[src/rtl/fm_backward_search.sv]
// rtl/fm_backward_search.sv - FM-index backward search engine over an external C/Occ/read-symbol memory set.
// Optional step counter output steps_o is built when FM_SEARCH_STEP_CNT_EN is defined.
module fm_backward_search #(
   parameter int SYM_W = 2,
   parameter int IDX_W = 32,
   parameter int LEN_W = 8
) (
   input  logic             clk,
   input  logic             rst,
   input  logic             start_i,
   input  logic [LEN_W-1:0] read_len_i,
   input  logic [IDX_W-1:0] bwt_len_i,
   output logic             busy_o,
   output logic             done_o,
   output logic             found_o,
   output logic [IDX_W-1:0] k_o,
   output logic [IDX_W-1:0] l_o,
   output logic             ce_read_o,
   output logic [LEN_W-1:0] addr_read_o,
   input  logic [SYM_W-1:0] read_sym_i,
   output logic             ce_c_o,
   output logic [SYM_W-1:0] addr_c_o,
   input  logic [IDX_W-1:0] c_data_i,
   output logic             ce_occ_o,
   output logic [SYM_W-1:0] occ_sym_o,
   output logic [IDX_W-1:0] addr1_occ_o,
   output logic [IDX_W-1:0] addr2_occ_o,
   input  logic [IDX_W-1:0] data_1_i,
`ifdef FM_SEARCH_STEP_CNT_EN
   output logic [LEN_W-1:0] steps_o,
`endif
   input  logic [IDX_W-1:0] data_2_i
);

   localparam logic [2:0] S_IDLE = 3'd0;
   localparam logic [2:0] S_SYM  = 3'd1;
   localparam logic [2:0] S_ROM  = 3'd2;
   localparam logic [2:0] S_UPD  = 3'd3;
   localparam logic [2:0] S_DONE = 3'd4;

   logic [2:0]       state;
   logic [IDX_W-1:0] k;
   logic [IDX_W-1:0] l;
   logic [LEN_W-1:0] i;
   logic             found;
   logic [IDX_W-1:0] occ1;
   logic [IDX_W-1:0] k_next;
   logic [IDX_W-1:0] l_next;

`ifdef FM_SEARCH_STEP_CNT_EN
   logic [LEN_W-1:0] steps;
   assign steps_o = steps;
`endif

   assign busy_o  = (state != S_IDLE);
   assign done_o  = (state == S_DONE);
   assign found_o = found;
   assign k_o     = k;
   assign l_o     = l;

   // Addresses are forced to zero whenever their strobe is low so reset leaves every output at 0.
   assign ce_read_o   = (state == S_SYM);
   assign addr_read_o = ce_read_o ? i : '0;

   assign ce_c_o      = (state == S_ROM);
   assign addr_c_o    = ce_c_o ? read_sym_i : '0;

   assign ce_occ_o    = (state == S_ROM);
   assign occ_sym_o   = ce_occ_o ? read_sym_i : '0;
   assign addr1_occ_o = ce_occ_o ? (k - IDX_W'(1)) : '0;
   assign addr2_occ_o = ce_occ_o ? l : '0;

   // Occ(a, -1) is zero by definition; the memory answer for address k-1 is meaningless when k == 0.
   assign occ1   = (k == '0) ? '0 : data_1_i;
   assign k_next = c_data_i + occ1 + IDX_W'(1);
   assign l_next = c_data_i + data_2_i;

   always_ff @(posedge clk) begin
      if (rst) begin
         state <= S_IDLE;
         k     <= '0;
         l     <= '0;
         i     <= '0;
         found <= 1'b0;
`ifdef FM_SEARCH_STEP_CNT_EN
         steps <= '0;
`endif
      end else begin
         case (state)
            S_IDLE: begin
               if (start_i) begin
                  k     <= '0;
                  l     <= bwt_len_i - IDX_W'(1);
                  i     <= read_len_i - LEN_W'(1);
                  found <= 1'b1;
`ifdef FM_SEARCH_STEP_CNT_EN
                  steps <= '0;
`endif
                  state <= (read_len_i != '0) ? S_SYM : S_DONE;
               end
            end
            S_SYM: state <= S_ROM;
            S_ROM: state <= S_UPD;
            S_UPD: begin
               k <= k_next;
               l <= l_next;
`ifdef FM_SEARCH_STEP_CNT_EN
               steps <= steps + LEN_W'(1);
`endif
               if (k_next > l_next) begin
                  found <= 1'b0;
                  state <= S_DONE;
               end else if (i == '0) begin
                  state <= S_DONE;
               end else begin
                  i     <= i - LEN_W'(1);
                  state <= S_SYM;
               end
            end
            S_DONE:  state <= S_IDLE;
            default: state <= S_IDLE;
         endcase
      end
   end

endmodule

[config.mk]
export PLATFORM = sky130hd
export DESIGN_NAME = fm_backward_search
export DESIGN_NICKNAME = d
export VERILOG_FILES = /design/src/rtl/fm_backward_search.sv
export SDC_FILE = /design/constraint.sdc
export NUM_CORES = 1
export LEC_CHECK = 0
export ABC_AREA = 1
export CAP_MARGIN = 25
export CORE_MARGIN = 1.5
export CORE_UTILIZATION = 30
export CTS_BUF_LIST = sky130_fd_sc_hd__clkbuf_4
export CTS_CLUSTER_SIZE = 16
export DETAILED_ROUTE_END_ITERATION = 8
export GPL_TIMING_DRIVEN = 0
export PLACE_DENSITY = 0.63
export SLEW_MARGIN = 20
export SYNTH_ARGS = -nofsm -noshare
export SYNTH_HDL_FRONTEND = slang
export SYNTH_SLANG_ARGS = --single-unit
[constraint.sdc]
create_clock -name clk -period 4.8 [get_ports clk]
set_input_delay 0.96 -clock clk [delete_from_list [all_inputs] [get_ports clk]]
set_output_delay 0.96 -clock clk [all_outputs]
set_load 0.05 [all_outputs]
==> summary.txt, run 1 <==
Status
  – Result of the run: completed

Detailed routing
  – Total wire length after detailed routing: 47,300 um
  – Total number of vias: 13,300
  – First-pass DRT Iterations: 7
  – Ratio of routed vias to standard cells: between 5 and 6
  – Final routed wire length divided by cell count: between 15 and 20 um
  – 1st-iter DRT viols: 777
  – Residual DRC count: 0
  – Residual antenna-violating net count after detailed routing: 0

Floorplan
  – Area of the core: 0.0345 mm^2
  – Floorplan row count: 68
  – I/O pin total: 287
  – Chip Height: roughly 190 um
  – Die Area: approximately 0.036 mm^2
  – Initial cell density of the core: 30.5%
  – Horizontal extent of the die: 191 um

STA
  – Rel. slew slack: 45.9%
  – Number of hold-slack violations in the final timing report: 0
  – Slew of the pin with the lowest slew margin: slightly above 0.8 ns
  – Setup repair after global routing missed its margin: yes
  – Final setup violation count: 0
  – Final worst slack: a little under 0.05 ns
  – Pins over their slew limit: 0
  – Final min period: approximately 4.8 ns
  – Post-Route Skew: 0.0211 ns
  – Highest achievable clock rate: 0.210 GHz
  – Share of the clock period used by the worst path: between 90% and 100%

Clock network
  – Clock-pin slew reported for the worst setup and hold paths after clock tree synthesis: 0.15 ns
  – Htree depth: 3
  – Worst-case clock buffer depth: 2
  – Insertion delay of the later-clocked pin in the worst-skew pair: a little under 0.5 ns
  – TritonCTS clock tree: built
  – CTS root buffer: sky130_fd_sc_hd__clkbuf_4
  – Number of hold buffers added after CTS: 0
  – Clock net sink count: 76
  – CTS Buf Count: 9

Critical path
  – Startpoint-to-endpoint class of the critical path: register to register
  – Number of buffers and inverters on the critical path: 7
  – Largest delay share family, worst path: simple AND/OR/NAND/NOR gates
  – CP endpoint kind: register
  – Worst path slowest cell: sky130_fd_sc_hd__dfxtp_4
  – Worst EP required: 5.19 ns
  – CP peak stage delay: between 0.3 and 0.4 ns
  – Critical path data arrival time: 5.14 ns
  – CP startpoint kind: register
  – Peak fanout along the critical path: 5

Synthesis
  – Number of distinct library cells after synthesis: 54
  – Net count of the mapped netlist: between 2,000 and 2,500
  – Main synth FF type: sky130_fd_sc_hd__dfxtp_1
  – Number of enable flip-flop cells after synthesis: 0
  – Number of instances in the synthesized netlist: about 1,800
  – Average footprint of a synthesized cell: 5.72 um^2
  – Proportion of synthesized chip area in sequential cells: between 10% and 20%
  – Number of warnings reported in the yosys synthesis log: 0
  – Synth Cell Area: roughly 0.011 mm^2
  – Number of register bits inferred by synthesis: 76
  – Proportion of register bits with asynchronous set or reset after synthesis: 0%

Cells and area
  – Fraction of final layout cells with drive strength greater than 1: about 16%
  – Area growth from synthesis to final layout: 48.5%
  – Most frequent cells in the layout: 403 x sky130_fd_sc_hd__nand2_1, 285 x sky130_fd_sc_hd__clkdlybuf4s50_1, 269 x sky130_fd_sc_hd__inv_1
  – Total non-filler cell area in the finished layout: 0.0157 mm^2
  – Final-stage net count: 2,425
  – Most common cell after layout, fill and taps aside: sky130_fd_sc_hd__nand2_1

Placement
  – Placed standard-cell area: between 0.01 and 0.015 mm^2
  – Port bufs: 285
  – Worst slack, placed: -0.709 ns
  – Half-perimeter wire length of the detailed placement result: 39,400 um
  – Last weighted congestion value of the routability-driven placer: between 0.9 and 1

Power and ir drop
  – Power Total: 14.0 mW
  – Worst-case vdd ir drop: 614 uV
  – Standby leakage power: around 7.0 nW
  – Power density normalized to cell area: 892 mW/mm^2

Flow run
  – Maxcap violations: 0

GRT
  – Overall overflow remaining after global route: 0
  – Global-route total usage across every layer: between 20 and 25%
  – First-pass GRT wire length: 67,700 um
  – Maximum number of pins on one net before global-route repair: 16
  – Initial antenna violation count: 4
  – Number of global-route vias before repair: 12,200

Hold path
  – Path class of the lowest-slack min-delay path: register to register
[cell usage after synthesis (9+ instances only)]
| cell type | instances | area share [%] |
|---|---|---|
| sky130_fd_sc_hd__inv_2 | 17 | 0.60 |
| sky130_fd_sc_hd__and2_1 | 24 | 1.4 |
| sky130_fd_sc_hd__nand3_1 | 114 | 5.4 |
| sky130_fd_sc_hd__nand3b_1 | 9 | 0.64 |
| sky130_fd_sc_hd__buf_2 | 13 | 0.62 |
| sky130_fd_sc_hd__a21oi_1 | 167 | 7.9 |
| sky130_fd_sc_hd__nor2_2 | 12 | 0.71 |
| sky130_fd_sc_hd__nand2_1 | 441 | 16 |
| sky130_fd_sc_hd__inv_1 | 277 | 9.9 |
| sky130_fd_sc_hd__dfxtp_1 | 76 | 14 |
| sky130_fd_sc_hd__nor3_1 | 31 | 1.5 |
| sky130_fd_sc_hd__xnor2_1 | 17 | 1.4 |
| sky130_fd_sc_hd__nor2_1 | 242 | 8.6 |
| sky130_fd_sc_hd__o21ai_0 | 92 | 4.4 |
| sky130_fd_sc_hd__nand4_1 | 33 | 2.0 |
| sky130_fd_sc_hd__clkbuf_1 | 20 | 0.71 |
| sky130_fd_sc_hd__xor2_1 | 39 | 3.2 |
| sky130_fd_sc_hd__o21a_1 | 10 | 0.71 |
| sky130_fd_sc_hd__nand3_2 | 9 | 0.85 |
| sky130_fd_sc_hd__ha_1 | 97 | 12 |
[stage by stage]
| step | cells | setup TNS [ns] | util [%] | hold slack (ns) |
|---|---|---|---|---|
| 2_1_floorplan | 1843 | 0 | - | 0.517 |
| 3_3_place_gp | 2583 | -7.03 | 40.4 | 0.459 |
| 3_5_place_dp | 2583 | -7.06 | 40.4 | 0.463 |
| 4_1_cts | 2612 | 0 | 41.7 | 0.480 |
| 5_1_grt | 2649 | -1.31 | 45.3 | 0.500 |
| 6_report | 2649 | 0 | 45.3 | 0.482 |
[per-layer routing]
layer | global-route usage (%) | part of all wire (%) | routed length, um | vias to the layer above
met2 | 42.5 | 48 | 22900 | 390
met1 | 31.7 | 44 | 20800 | 6212
met5 | 0 | 0 | 0 | -
met4 | 7.87 | 2.8 | 1310 | 0
met3 | 2.06 | 4.9 | 2300 | 74
li1 | - | - | - | 6643
[worst paths after layout]
path                                            from              endpoint  slack (ns)  cells past startpoint
worst max-delay path             k_o[1]$_SDFFE_PP0P_     i[6]$_SDFFE_PP0P_        0.05                     30
worst max register to register   k_o[1]$_SDFFE_PP0P_     i[6]$_SDFFE_PP0P_        0.05                     30
worst min register to register  found_o$_SDFFE_PP0P_  found_o$_SDFFE_PP0P_        0.48                      2
worst min-delay path            found_o$_SDFFE_PP0P_  found_o$_SDFFE_PP0P_        0.48                      2
[flip-flops by register name, indices dropped and copies added (netlist names)]
name	count
state	3
l_o	32
k_o	32
i	8
found_o	1
[kinds of logic after synthesis]
logic type | Yosys count | synth area share [%]
AND/OR/NAND/NOR | 955 | 40.0
buffers and inverters | 338 | 12.5
AO/OA/AOI/OAI | 319 | 16.5
adder cells (fa/ha/maj) | 99 | 11.9
flip-flops | 76 | 14.4
XOR/XNOR | 56 | 4.65
[final cells by class]
cell class                      count  area (um^2)
Fill cell                        3655        18900
Multi-Input combinational cell   1429         8760
Timing Repair Buffer              331         3240
Sequential cell                    76         1550
Inverter                          295         1120
Tap cell                          455          569
Buffer                             43          243
Clock inverter                      7          108
Clock buffer                        9         67.6
Antenna cell                        4         10.0
[timing repair]
| action | in CTS | in global routing |
|---|---|---|
| gates resized for setup | 47 | 233 |
| gates cloned | 1 | 2 |
| endpoints found under the setup margin | 11 | 11 |
| pin swaps | 13 | 86 |
| buffers inserted | 12 | 31 |
[worst register-to-register path, delay by kind of cell (launching register included)]
family	cells	cell delay [ns]
fa+ha+maj	3	0.69
compound gates	4	0.62
simple gates	16	2.16
flops	1	0.39
buf+inv	7	0.82
[power by group]
part	total, mW	internal (mW)	switching, mW	leakage (nW)
registers	0.900	0.766	0.134	0.628
logic	12.6	4.96	7.60	6.32
clock network	0.507	0.221	0.287	0.0906
Power figures use the tool's default switching activity.
==> run 2: changes to the inputs <==
--- a/config.mk
+++ b/config.mk
@@ -8,12 +8,12 @@
 export ABC_AREA = 1
 export CAP_MARGIN = 25
 export CORE_MARGIN = 1.5
-export CORE_UTILIZATION = 30
+export CORE_UTILIZATION = 45
 export CTS_BUF_LIST = sky130_fd_sc_hd__clkbuf_4
 export CTS_CLUSTER_SIZE = 16
 export DETAILED_ROUTE_END_ITERATION = 8
 export GPL_TIMING_DRIVEN = 0
-export PLACE_DENSITY = 0.63
+export PLACE_DENSITY = 0.84
 export SLEW_MARGIN = 20
 export SYNTH_ARGS = -nofsm -noshare
 export SYNTH_HDL_FRONTEND = slang
==> summary.txt, run 2 (synthesized netlist as in run 1, its figures left out) <==
STA
  – Final-layout worst hold slack: a little under 0.5 ns
  – Number of hold-slack violations in the final timing report: 0
  – Slew of the pin with the lowest slew margin: 0.743 ns
  – Highest achievable clock rate: 0.212 GHz
  – Share of the clock period used by the worst path: 98.5%
  – Post-Route Skew: 0.0509 ns
  – Pins over their slew limit: 0
  – Final setup violation count: 0
  – Final min period: 4.73 ns
  – Rel. slew slack: 50.5%

Floorplan
  – Horizontal extent of the die: 156 um
  – Area of the core: ~0.023 mm^2
  – Die Area: 0.0244 mm^2
  – Chip Height: 156 um
  – Initial cell density of the core: 46.2%
  – I/O pin total: 287
  – Floorplan row count: 55

Hold path
  – Worst hold path endpoint: found_o$_SDFFE_PP0P_
  – Path class of the lowest-slack min-delay path: register to register
  – Min-delay src: found_o$_SDFFE_PP0P_
  – Cell depth of the worst min-delay path: 2

Power and ir drop
  – Switching part of the total power: approximately three fifths
  – Clock network power share: under 10%
  – Int Pwr: ~5.6 mW
  – Worst-case vdd ir drop: 457 uV
  – Power density normalized to cell area: 887 mW/mm^2
  – Register share of total power: 6.7%
  – Standby leakage power: approximately 7 nW
  – Combinational cell fraction of total power: about 90%
  – Switching component of the power: 7.85 mW

Clock network
  – CTS root buffer: sky130_fd_sc_hd__clkbuf_4
  – Clock-pin slew reported for the worst setup and hold paths after clock tree synthesis: ~0.18 ns
  – CTS Buf Count: 9
  – Worst-case clock buffer depth: 2
  – TritonCTS clock tree: built
  – Insertion delay of the later-clocked pin in the worst-skew pair: between 0.5 and 0.6 ns
  – Htree depth: 3
  – Clock net sink count: 76

GRT
  – Met3 track demand over resource in global routing: 4.75%
  – Maximum number of pins on one net before global-route repair: 16
  – Met1 global-route usage: 44.5%
  – Met2 track demand over resource in global routing: 59.1%
  – Number of global-route vias before repair: 12,400
  – Overall overflow remaining after global route: 0
  – GRT Max-Usage Layer: met2
  – First-pass GRT wire length: between 60,000 and 70,000 um
  – Initial antenna violation count: 1
  – Global-route total usage across every layer: 34.4%

Detailed routing
  – Residual antenna-violating net count after detailed routing: 0
  – First-pass DRT Iterations: 6
  – Ratio of routed vias to standard cells: 5.53
  – Final routed wire length divided by cell count: 18.1 um
  – 1st-iter DRT viols: 1,345
  – Residual DRC count: 0
  – Total wire length after detailed routing: around 45,000 um
  – Total number of vias: roughly 14,000

Cells and area
  – Fraction of final layout cells with drive strength greater than 1: 14.5%
  – Area growth from synthesis to final layout: 44.2%
  – Total non-filler cell area in the finished layout: about 0.015 mm^2
  – Final-stage net count: approximately 2,400
  – Most frequent cells in the layout: 415 x sky130_fd_sc_hd__nand2_1, 285 x sky130_fd_sc_hd__clkdlybuf4s50_1, 275 x sky130_fd_sc_hd__inv_1
  – Most common cell after layout, fill and taps aside: sky130_fd_sc_hd__nand2_1

Critical path
  – Dominant cell type by count on the critical path: sky130_fd_sc_hd__nand2_1
  – R2r endpoint: i[7]$_SDFFE_PP0P_
  – CP startpoint kind: register
  – R2r worst-path depth: 32
  – Peak fanout along the critical path: 6
  – Worst EP required: 5.24 ns
  – Startpoint-to-endpoint class of the critical path: register to register
  – Register-to-register setup slack: 0.07 ns
  – First element of the critical path: k_o[1]$_SDFFE_PP0P_
  – CP peak stage delay: between 0.4 and 0.5 ns
  – Beginning of the worst register-to-register path: k_o[1]$_SDFFE_PP0P_
  – CP endpoint kind: register
  – Worst path slowest cell: sky130_fd_sc_hd__ha_2
  – Critical path data arrival time: between 5 and 6 ns

Placement
  – Half-perimeter wire length of the detailed placement result: about 37,000 um
  – Last weighted congestion value of the routability-driven placer: 0.969
  – Placed standard-cell area: about 0.014 mm^2
  – Port bufs: 285

Status
  – Result of the run: completed

Flow run
  – Maxcap violations: 0
==> run 2: changes by cell type in the layout (fill, tap and decap cells not counted), moves of 5 or more <==
cell                      delta
sky130_fd_sc_hd__nor2_4      -5
sky130_fd_sc_hd__nand3_2     +5
sky130_fd_sc_hd__nand2_2    -10
sky130_fd_sc_hd__ha_1       +11
sky130_fd_sc_hd__inv_1       +6
sky130_fd_sc_hd__nand2_1    +12
sky130_fd_sc_hd__buf_4       +5
sky130_fd_sc_hd__nor2_1      +9
sky130_fd_sc_hd__ha_4       -12
==> run 2: how the worst max path moves through the flow <==
stage,to,slack [ns],cells past startpoint
2_1_floorplan,i[6]$_SDFFE_PP0P_,0.40,29
3_3_place_gp,i[7]$_SDFFE_PP0P_,-0.70,28
3_5_place_dp,i[7]$_SDFFE_PP0P_,-0.66,29
4_1_cts,i[7]$_SDFFE_PP0P_,0.02,30
5_1_grt,state[2]$_SDFFE_PP0P_,-0.11,27
6_report,i[7]$_SDFFE_PP0P_,0.07,32
==> run 2: worst max-delay path, delay by kind of cell, from the launching register on <==
kind	cells	cell delay [ns]
xor gates and xnor gates	1	0.31
buffers and inverters	7	0.86
DFF	1	0.37
AOI/OAI and AO/OA	1	0.17
adders and majority gates	3	0.91
and+or+nand+nor	20	2.00
==> run 2: routing by layer <==
metal  up-vias  wire length [um]
met5         -                 0
met4         0              1810
met3       132              3600
met2       699             21000
met1      6385             19000
li1       6667                 -
==> run 2: repair_timing <==
item                       in CTS  in global routing
pin swaps                       7                 62
resized for setup              33                190
setup endpoints to repair      11                 11
setup buffers                   6                 41
cloned                          1                  3
hold buffers                    0                  0
==> run 2: power groups by stage <==
stage	combinational (mW)	sequential [mW]	clock, mW
2_1_floorplan	6.14	1.23	0
3_3_place_gp	8.83	0.902	0
3_5_place_dp	9.03	0.906	0
4_1_cts	9.37	0.896	0.458
5_1_grt	13.0	0.915	0.486
6_report	12.1	0.901	0.463
==> run 2: area by class of cell <==
type,count,area [um^2]
diodes,1,2.50
plain buffers,43,246
clock buffers,9,67.6
clock inverters,7,80.1
fillers,2122,7630
inverters,295,1110
multi-input cells,1429,8490
flip-flops and latches,76,1540
well taps,313,392
repair buffers,336,3280
==> run 2: stage by stage <==
stage	std cells	worst slack [ns]	util, %	TNS [ns]	power (mW)
after CTS	2464	0.0192	61.7	0	10.7
after global placement	2441	-0.695	60.4	-6.82	9.74
after floorplan	1843	0.401	-	0	7.37
after global routing	2509	-0.112	66.6	-0.943	14.4
final	2509	0.0736	66.6	0	13.5
after detailed placement	2441	-0.665	60.4	-6.62	9.94
==> run 3: changes to the inputs <==
--- a/config.mk
+++ b/config.mk
@@ -12,8 +12,10 @@
 export CTS_BUF_LIST = sky130_fd_sc_hd__clkbuf_4
 export CTS_CLUSTER_SIZE = 16
 export DETAILED_ROUTE_END_ITERATION = 8
+export DONT_BUFFER_PORTS = 1
 export GPL_TIMING_DRIVEN = 0
-export PLACE_DENSITY = 0.84
+export PLACE_DENSITY = 0.69
+export SETUP_SLACK_MARGIN = 0.2
 export SLEW_MARGIN = 20
 export SYNTH_ARGS = -nofsm -noshare
 export SYNTH_HDL_FRONTEND = slang
==> summary.txt, run 3 (synthesized netlist as in run 1, its figures left out) <==
GRT
  – Overall overflow remaining after global route: 0
  – Global-route total usage across every layer: 33.0%
  – Maximum number of pins on one net before global-route repair: 14
  – Initial antenna violation count: 2
  – First-pass GRT wire length: 61,800 um
  – Number of global-route vias before repair: 11,700

Critical path
  – Startpoint-to-endpoint class of the critical path: register to register
  – Worst EP required: around 5.2 ns
  – CP startpoint kind: register
  – CP peak stage delay: approximately 0.44 ns
  – Peak fanout along the critical path: 5
  – CP endpoint kind: register
  – Worst path slowest cell: sky130_fd_sc_hd__dfxtp_4
  – Register-to-register setup slack: 0.07 ns
  – Critical path data arrival time: 5.13 ns

STA
  – Number of hold-slack violations in the final timing report: 0
  – Final setup violation count: 0
  – Rel. slew slack: ~29%
  – Final min period: 4.73 ns
  – Pins over their slew limit: 0
  – Highest achievable clock rate: 0.211 GHz
  – Share of the clock period used by the worst path: 98.6%
  – Setup repair after global routing missed its margin: yes
  – Final-layout worst hold slack: 0.585 ns
  – Post-Route Skew: 0.0215 ns
  – Slew of the pin with the lowest slew margin: 1.07 ns

Clock network
  – Clock net sink count: 76
  – TritonCTS clock tree: built
  – Htree depth: 3
  – CTS Buf Count: 9
  – Insertion delay of the later-clocked pin in the worst-skew pair: 0.49 ns
  – Clock-pin slew reported for the worst setup and hold paths after clock tree synthesis: 0.14 ns
  – Number of hold buffers added after CTS: 0
  – Worst-case clock buffer depth: 2
  – CTS root buffer: sky130_fd_sc_hd__clkbuf_4

Status
  – Result of the run: completed

Floorplan
  – Initial cell density of the core: 46.2%
  – I/O pin total: 287
  – Chip Height: roughly 160 um
  – Floorplan row count: 55
  – Die Area: 0.0244 mm^2
  – Horizontal extent of the die: 156 um
  – Area of the core: 0.0228 mm^2

Cells and area
  – Fraction of final layout cells with drive strength greater than 1: ~22%
  – Area growth from synthesis to final layout: 23.8%
  – Most frequent cells in the layout: 397 x sky130_fd_sc_hd__nand2_1, 265 x sky130_fd_sc_hd__inv_1, 201 x sky130_fd_sc_hd__nor2_1
  – Layout filler cell count: about 2,300
  – Final-stage net count: 2,163
  – Final standard cell utilization of the core: 57.1%
  – Most common cell after layout, fill and taps aside: sky130_fd_sc_hd__nand2_1

Detailed routing
  – Final routed wire length divided by cell count: 19.4 um
  – Total number of vias: around 13,000
  – Residual antenna-violating net count after detailed routing: 0
  – Residual DRC count: 0
  – 1st-iter DRT viols: between 1,000 and 1,500
  – Total wire length after detailed routing: approximately 43,000 um
  – Ratio of routed vias to standard cells: 5.69
  – First-pass DRT Iterations: 6

Placement
  – Port bufs: 0
  – Half-perimeter wire length of the detailed placement result: approximately 34,000 um
  – Last weighted congestion value of the routability-driven placer: 0.993

Hold path
  – Path class of the lowest-slack min-delay path: register to register

Flow run
  – Maxcap violations: 0
run 3: changes by cell type in the layout (fill, tap and decap cells not counted), sizes merged:
cell,change
buf,+19
clkinv,+2
inv,-3
clkbuf,-1
clkdlybuf4s50,-285
run 3: per-stage QoR:
step / setup TNS (ns) / worst slack, ns / std cells / cell area (um^2)
5_1_grt: -1.02 / -0.127 / 2241 / 13100
6_report: 0 / 0.0663 / 2241 / 13100
3_3_place_gp: -11.81 / -1.12 / 2156 / 10900
4_1_cts: 0 / 0.201 / 2207 / 12000
3_5_place_dp: -11.71 / -1.11 / 2156 / 11000
2_1_floorplan: 0 / 0.401 / 1843 / 10500
run 3: worst max-delay path, delay by kind of cell, from the launching register on:
family | cells | cell delay (ns)
and+or+nand+nor | 15 | 1.98
buffers and inverters | 8 | 0.89
AOI/OAI and AO/OA | 4 | 0.67
adders and majority gates | 3 | 0.64
DFF | 1 | 0.44
run 3: cell type report:
| cell class | instances | area (um^2) | share of cell area, % |
|---|---|---|---|
| sequential | 76 | 1600 | 12.2 |
| clock inverter | 6 | 65.1 | 0.498 |
| tap | 313 | 392 | 3.00 |
| buffer | 43 | 243 | 1.86 |
| antenna | 1 | 2.50 | 0.0192 |
| clock buffer | 9 | 67.6 | 0.517 |
| inverter | 295 | 1120 | 8.58 |
| multi-input combinational | 1429 | 8970 | 68.7 |
| timing repair buffer | 69 | 596 | 4.56 |
run 3: layer usage:
layer | GRT usage (%) | routed length [um] | up-vias
li1 | - | - | 6117
met1 | 41.6 | 18000 | 5892
met2 | 55.6 | 20000 | 618
met3 | 5.06 | 3290 | 130
met4 | 14.6 | 2220 | 0
met5 | 0 | 0 | -
run 3: path summary, 6_finish.rpt:
path | from | to | cells past startpoint
worst max-delay path | k_o[0]$_SDFFE_PP0P_ | state[2]$_SDFFE_PP0P_ | 30
worst min-delay path | i[1]$_SDFFE_PP0P_ | i[1]$_SDFFE_PP0P_ | 4
worst max register to register | k_o[0]$_SDFFE_PP0P_ | state[2]$_SDFFE_PP0P_ | 30
worst min register to register | i[1]$_SDFFE_PP0P_ | i[1]$_SDFFE_PP0P_ | 4
run 3: what timing repair did:
item,4_1_cts,5_1_grt
resized for setup,171,188
endpoints found under the setup margin,11,13
gates cloned,3,1
pin swaps,57,103
endpoints found under the hold margin,0,0
setup buffers,33,32
Power of run 3 is not shown: default switching activity piles up to over one toggle a cycle in this logic, so the estimate is an artifact.
==> variant 1, RTL diff (config.mk and constraints of run 2) <==
The option `FM_SEARCH_STEP_CNT_EN` is turned on by a define.
--- a/src/rtl/fm_backward_search.sv
+++ b/src/rtl/fm_backward_search.sv
@@ -1,4 +1,6 @@
 // rtl/fm_backward_search.sv - FM-index backward search engine over an external C/Occ/read-symbol memory set.
 // Optional step counter output steps_o is built when FM_SEARCH_STEP_CNT_EN is defined.
+`define FM_SEARCH_STEP_CNT_EN
+
 module fm_backward_search #(
    parameter int SYM_W = 2,
Function (old outputs only; new: steps_o): kept (Yosys induction, for registers that start in step).
==> variant 1 against run 2 <==
- synthesized area is 1.1% higher
- non-clock buffer count is 4 lower
- clock power is 2% lower
- sequential share of layout area is 1.1 points higher
- critical path type unchanged
- hold slack worse by 0.0080 ns
- largest power group unchanged
- design area is 0.34% lower
- global-route usage is 0.65 points higher
- routed wire length is 0.12% lower
- critical endpoint is now i[3]
- final cell count is 0.60% lower
- count of clock-buffer cells in the layout stayed put
- sequential cell count is 8 higher
- total power is 14% lower
- setup slack better by 0.072 ns
==> variant 1: results (changes against run 2) <==
----------------------------------------------------
[Outcome]
  Status ... complete, no violations

[Power]
  Worst IR Drop VDD ... 0.690 mV (+51%)
  PnR Total Power ... 0.0116 W (-14%)
  Power Combinational ... 0.0102 W (-16%)
  Leakage power ... 6.78 nW (-3.6%)
  Clock share of power ... 3.9% (+0.5 points)

[Final layout]
  Share of cell area taken by multi-input logic gates ... 55.7% (-0.13 points)
  Filler cell count ... 2,187 (+3.1%)
  Number of nets in the layout ... 2,409 (-0.86%)
  Number of non-clock inverters in the layout ... 254 (-14%)
  Nonclk buf count ... 375 (-1.1%)
  Share of post-route cells with drive strength above 1 ... 12.7% (-1.9 points)

[Clock tree]
  Number of clock sinks ... 84 (+11%)
  Post-CTS clock slew at the launch and capture registers of the worst setup and hold paths ... 0.20 ns (+0.02 ns)
  Total setup buffers inserted after CTS ... 15 (+9)

[Die]
  Die boundary width ... 157 um (+0.53%)

[Worst setup path]
  Delay contributed by the slowest stage of the critical path ... 0.37 ns (-0.08 ns)

[Placement]
  Worst Setup Slack post-DPL ... -0.973 ns (-0.308 ns)
  RD Place Congestion ... 0.974 (+0.59%)

[STA]
  Post-route clock skew ... 0.0409 ns (-0.00995 ns)

[Route]
  Number of DRC markers in iteration 0 ... 1,205 (-10%)
  WL final ... 45,400 um (-0.12%)
  Detailed-route wire length per cell ... 18.2 um (+0.48%)
  DR pass1 iterations ... 7 (+1)
  Drt via density ... 5.46 (-1.3%)

[Global routing]
  Global-route wire length before repair ... 66,500 um (+2.1%)
  GRT Resource Usage Total ... 35.1% (+0.65 points)
  Via count of the first global-routing pass ... 12,124 (-2.3%)

[Synthesis]
  Top cells by instance count after synthesis ... 431 x nand2_1, 270 x nor2_1, 243 x inv_1
  Number of unique standard cell types used by synthesis ... 55 (+1.9%)

----------------------------------------------------
[variant 1: cell types whose count changed after synthesis, moves of 9 or more]
cell,before,now
nand2_1,441,431
inv_1,277,243
nand3b_1,9,20
o21ai_0,92,82
nor3_1,31,22
a21oi_1,167,186
nand3_1,114,101
nor2_1,242,270
[variant 1: routing by layer]
layer	track usage, %	wire length [um]
met5	0	0
met4	9.57	1210
met3	4.82	3390
met2	56.3	20300
met1	49.0	20400
[variant 1: worst paths after layout]
check                           endpoint  cells after the start  slack (ns)
worst min register to register    l_o[0]                      2        0.48
worst min-delay path              l_o[0]                      2        0.48
worst max register to register      i[3]                     27        0.15
worst max-delay path                i[3]                     27        0.15
[variant 1: cell families (layout without fill, tap and decap cells)]
logic type / Yosys count / count (layout) / synth area share (%)
simple gates: 949 / 949 / 39.1
compound gates: 336 / 336 / 17.4
buf+inv: 296 / 645 / 11.1
fa+ha+maj: 100 / 100 / 11.9
flops: 84 / 84 / 15.8
xor+xnor: 59 / 59 / 4.85
other cells: 0 / 2 / 0
==> variant 2, RTL diff (flow settings as in run 2) <==
Made on the original files. Add an input register stage for `data_1_i`, cleared by the reset; this delays it by one clock. The other inputs are not delayed to match.
--- a/src/rtl/fm_backward_search.sv
+++ b/src/rtl/fm_backward_search.sv
@@ -39,4 +39,14 @@
    localparam logic [2:0] S_DONE = 3'd4;
 
+   logic [IDX_W-1:0] data_1_q;
+
+   always_ff @(posedge clk) begin
+      if (rst) begin
+         data_1_q <= '0;
+      end else begin
+         data_1_q <= data_1_i;
+      end
+   end
+
    logic [2:0]       state;
    logic [IDX_W-1:0] k;
@@ -72,5 +82,5 @@
 
    // Occ(a, -1) is zero by definition; the memory answer for address k-1 is meaningless when k == 0.
-   assign occ1   = (k == '0) ? '0 : data_1_i;
+   assign occ1   = (k == '0) ? '0 : data_1_q;
    assign k_next = c_data_i + occ1 + IDX_W'(1);
    assign l_next = c_data_i + data_2_i;
Function: changed (Yosys sat finds a counterexample within 10 cycles, from zero or initial values and one cycle with rst high).
==> variant 2 against run 2 <==
- sequential cell count increased by 32
- design area is 5.1% higher
- synthesized area up 7.8%
- global-route usage shrank 1.9 points
- routed wire length decreased by 0.36%
- count of clock-buffer cells in the layout stayed put
- setup slack worse by 0.036 ns
- hold slack gained 0.0044 ns
Power is not compared: it rests on default switching activity, and its combinational part moved more than twofold at a synthesized area within 25%.
==> variant 2: results (changes against run 2) <==
----------------------------------------------------
[Outcome]
  Status ... complete, no violations

[Route]
  Number of DRC markers in iteration 0 ... 1,378 (+2.5%)
  WL final ... 45,300 um (-0.36%)
  Number of vias in the routed layout ... 14,044 (+1.2%)
  Drt via density ... 5.35 (-3.3%)

[Placement]
  Placed Area ... 14,600 um2 (+6.1%)
  RD Place Congestion ... 1.02 (+5.0%)
  Cell count after placement ... 2,553 (+4.6%)
  Detailed-placement wirelength estimate ... 36,300 um (-1.8%)

[Clock tree]
  Clock Latency Late Sink ... 0.54 ns (+0.02 ns)
  Post-CTS clock slew at the launch and capture registers of the worst setup and hold paths ... 0.20 ns (+0.02 ns)

[STA]
  Worst Tran Pin Value ... 0.958 ns (+0.215 ns)
  Post-route clock skew ... 0.0302 ns (-0.0206 ns)

[Final layout]
  Share of post-route cells with drive strength above 1 ... 13.4% (-1.2 points)
  Filler cell count ... 2,256 (+6.3%)
  Number of nets in the layout ... 2,534 (+4.3%)

[Global routing]
  Initial antenna violation count ... 4 (+3)
  Global-route wire length before repair ... 66,700 um (+2.4%)
  Largest net degree at the start of global routing ... 21 (+5)
  GRT Resource Usage Total ... 32.5% (-1.9 points)
  Via count of the first global-routing pass ... 12,526 (+0.91%)

[Synthesis]
  Number of unique standard cell types used by synthesis ... 51 (-5.6%)
  Post-synthesis area per instance ... 5.85 um2 (+2.2%)
  Top cells by instance count after synthesis ... 476 x nand2_1, 307 x inv_1, 296 x nor2_1
  Synth Area in Compound Gates ... 14.3% (-2.2 points)
  Area contributors post-synth ... dfxtp_1 19%, nand2_1 16%, ha_1 11%
  Total nets after synthesis ... 2,184 (+4.8%)
  Adder-Cell Fraction of Synth Area ... 11.0% (-0.86 points)
  Post-Synth XOR/XNOR Area ... 4.23% (-0.42 points)
  Share of synthesized area occupied by flip-flops and latches ... 19.0% (+4.6 points)

[Die]
  Core box area ... 24,500 um2 (+7.4%)

[Hold path]
  Hold path endpoint ... l_o[28]
  Launch instance of the worst min-delay path ... l_o[28]
  Worst hold path class ... reg2reg

[Worst setup path]
  Cell count of the worst reg-to-reg path ... 30 (-6.3%)
  Beginning of the worst register-to-register path ... k_o[1]
  Slowest cell on the critical path ... dfxtp_4
  Delay contributed by the slowest stage of the critical path ... 0.40 ns (-0.05 ns)
  Worst path arrival time ... 5.26 ns (+0.10 ns)

----------------------------------------------------
## variant 2: through the flow
stage          hold slack [ns]  setup slack (ns)
3_5_place_dp             0.476            -0.782
5_1_grt                  0.526            -0.182
3_3_place_gp             0.474            -0.745
2_1_floorplan            0.479             0.294
6_report                 0.496            0.0379
4_1_cts                  0.499           0.00111
## variant 2: power by group through the flow
stage / Clock, W / Combinational, W / Sequential, W
after floorplan: 0 / 0.00257 / 0.00131
after global placement: 0 / 0.00392 / 0.00111
after detailed placement: 0 / 0.00399 / 0.00111
after CTS: 0.000492 / 0.00416 / 0.00109
after global routing: 0.000526 / 0.00526 / 0.00110
final: 0.000488 / 0.00490 / 0.00109
## variant 2: timing repair
action | 4_1_cts | 5_1_grt
gates resized for setup | 40 | 184
pin swaps | 10 | 60
gates cloned | 1 | 1
buffers inserted | 6 | 46
setup endpoints to repair | 11 | 11
## variant 2: layout make-up
class | instances | area (um2) | share of cell area, %
multi-input combinational | 1475 | 8550 | 53.5
clock buffer | 9 | 67.6 | 0.422
inverter | 318 | 1200 | 7.49
sequential | 108 | 2190 | 13.7
antenna | 1 | 2.50 | 0.0156
tap | 324 | 405 | 2.53
timing repair buffer | 339 | 3280 | 20.5
buffer | 43 | 226 | 1.42
clock inverter | 7 | 66.3 | 0.415
## variant 2: routing by layer
| layer | track usage (%) | vias up | wire length [um] |
|---|---|---|---|
| met3 | 4.55 | 90 | 3360 |
| met1 | 44.6 | 6438 | 19900 |
| met2 | 53.5 | 615 | 20700 |
| met5 | 0 | - | 0 |
| met4 | 8.22 | 0 | 1270 |
| li1 | - | 6901 | - |
## variant 2: tightest hold or removal path, cell delays in order, from the launching register on
cell     delay, ns
dfxtp_1       0.37
nand2_1       0.06
a21oi_1       0.05
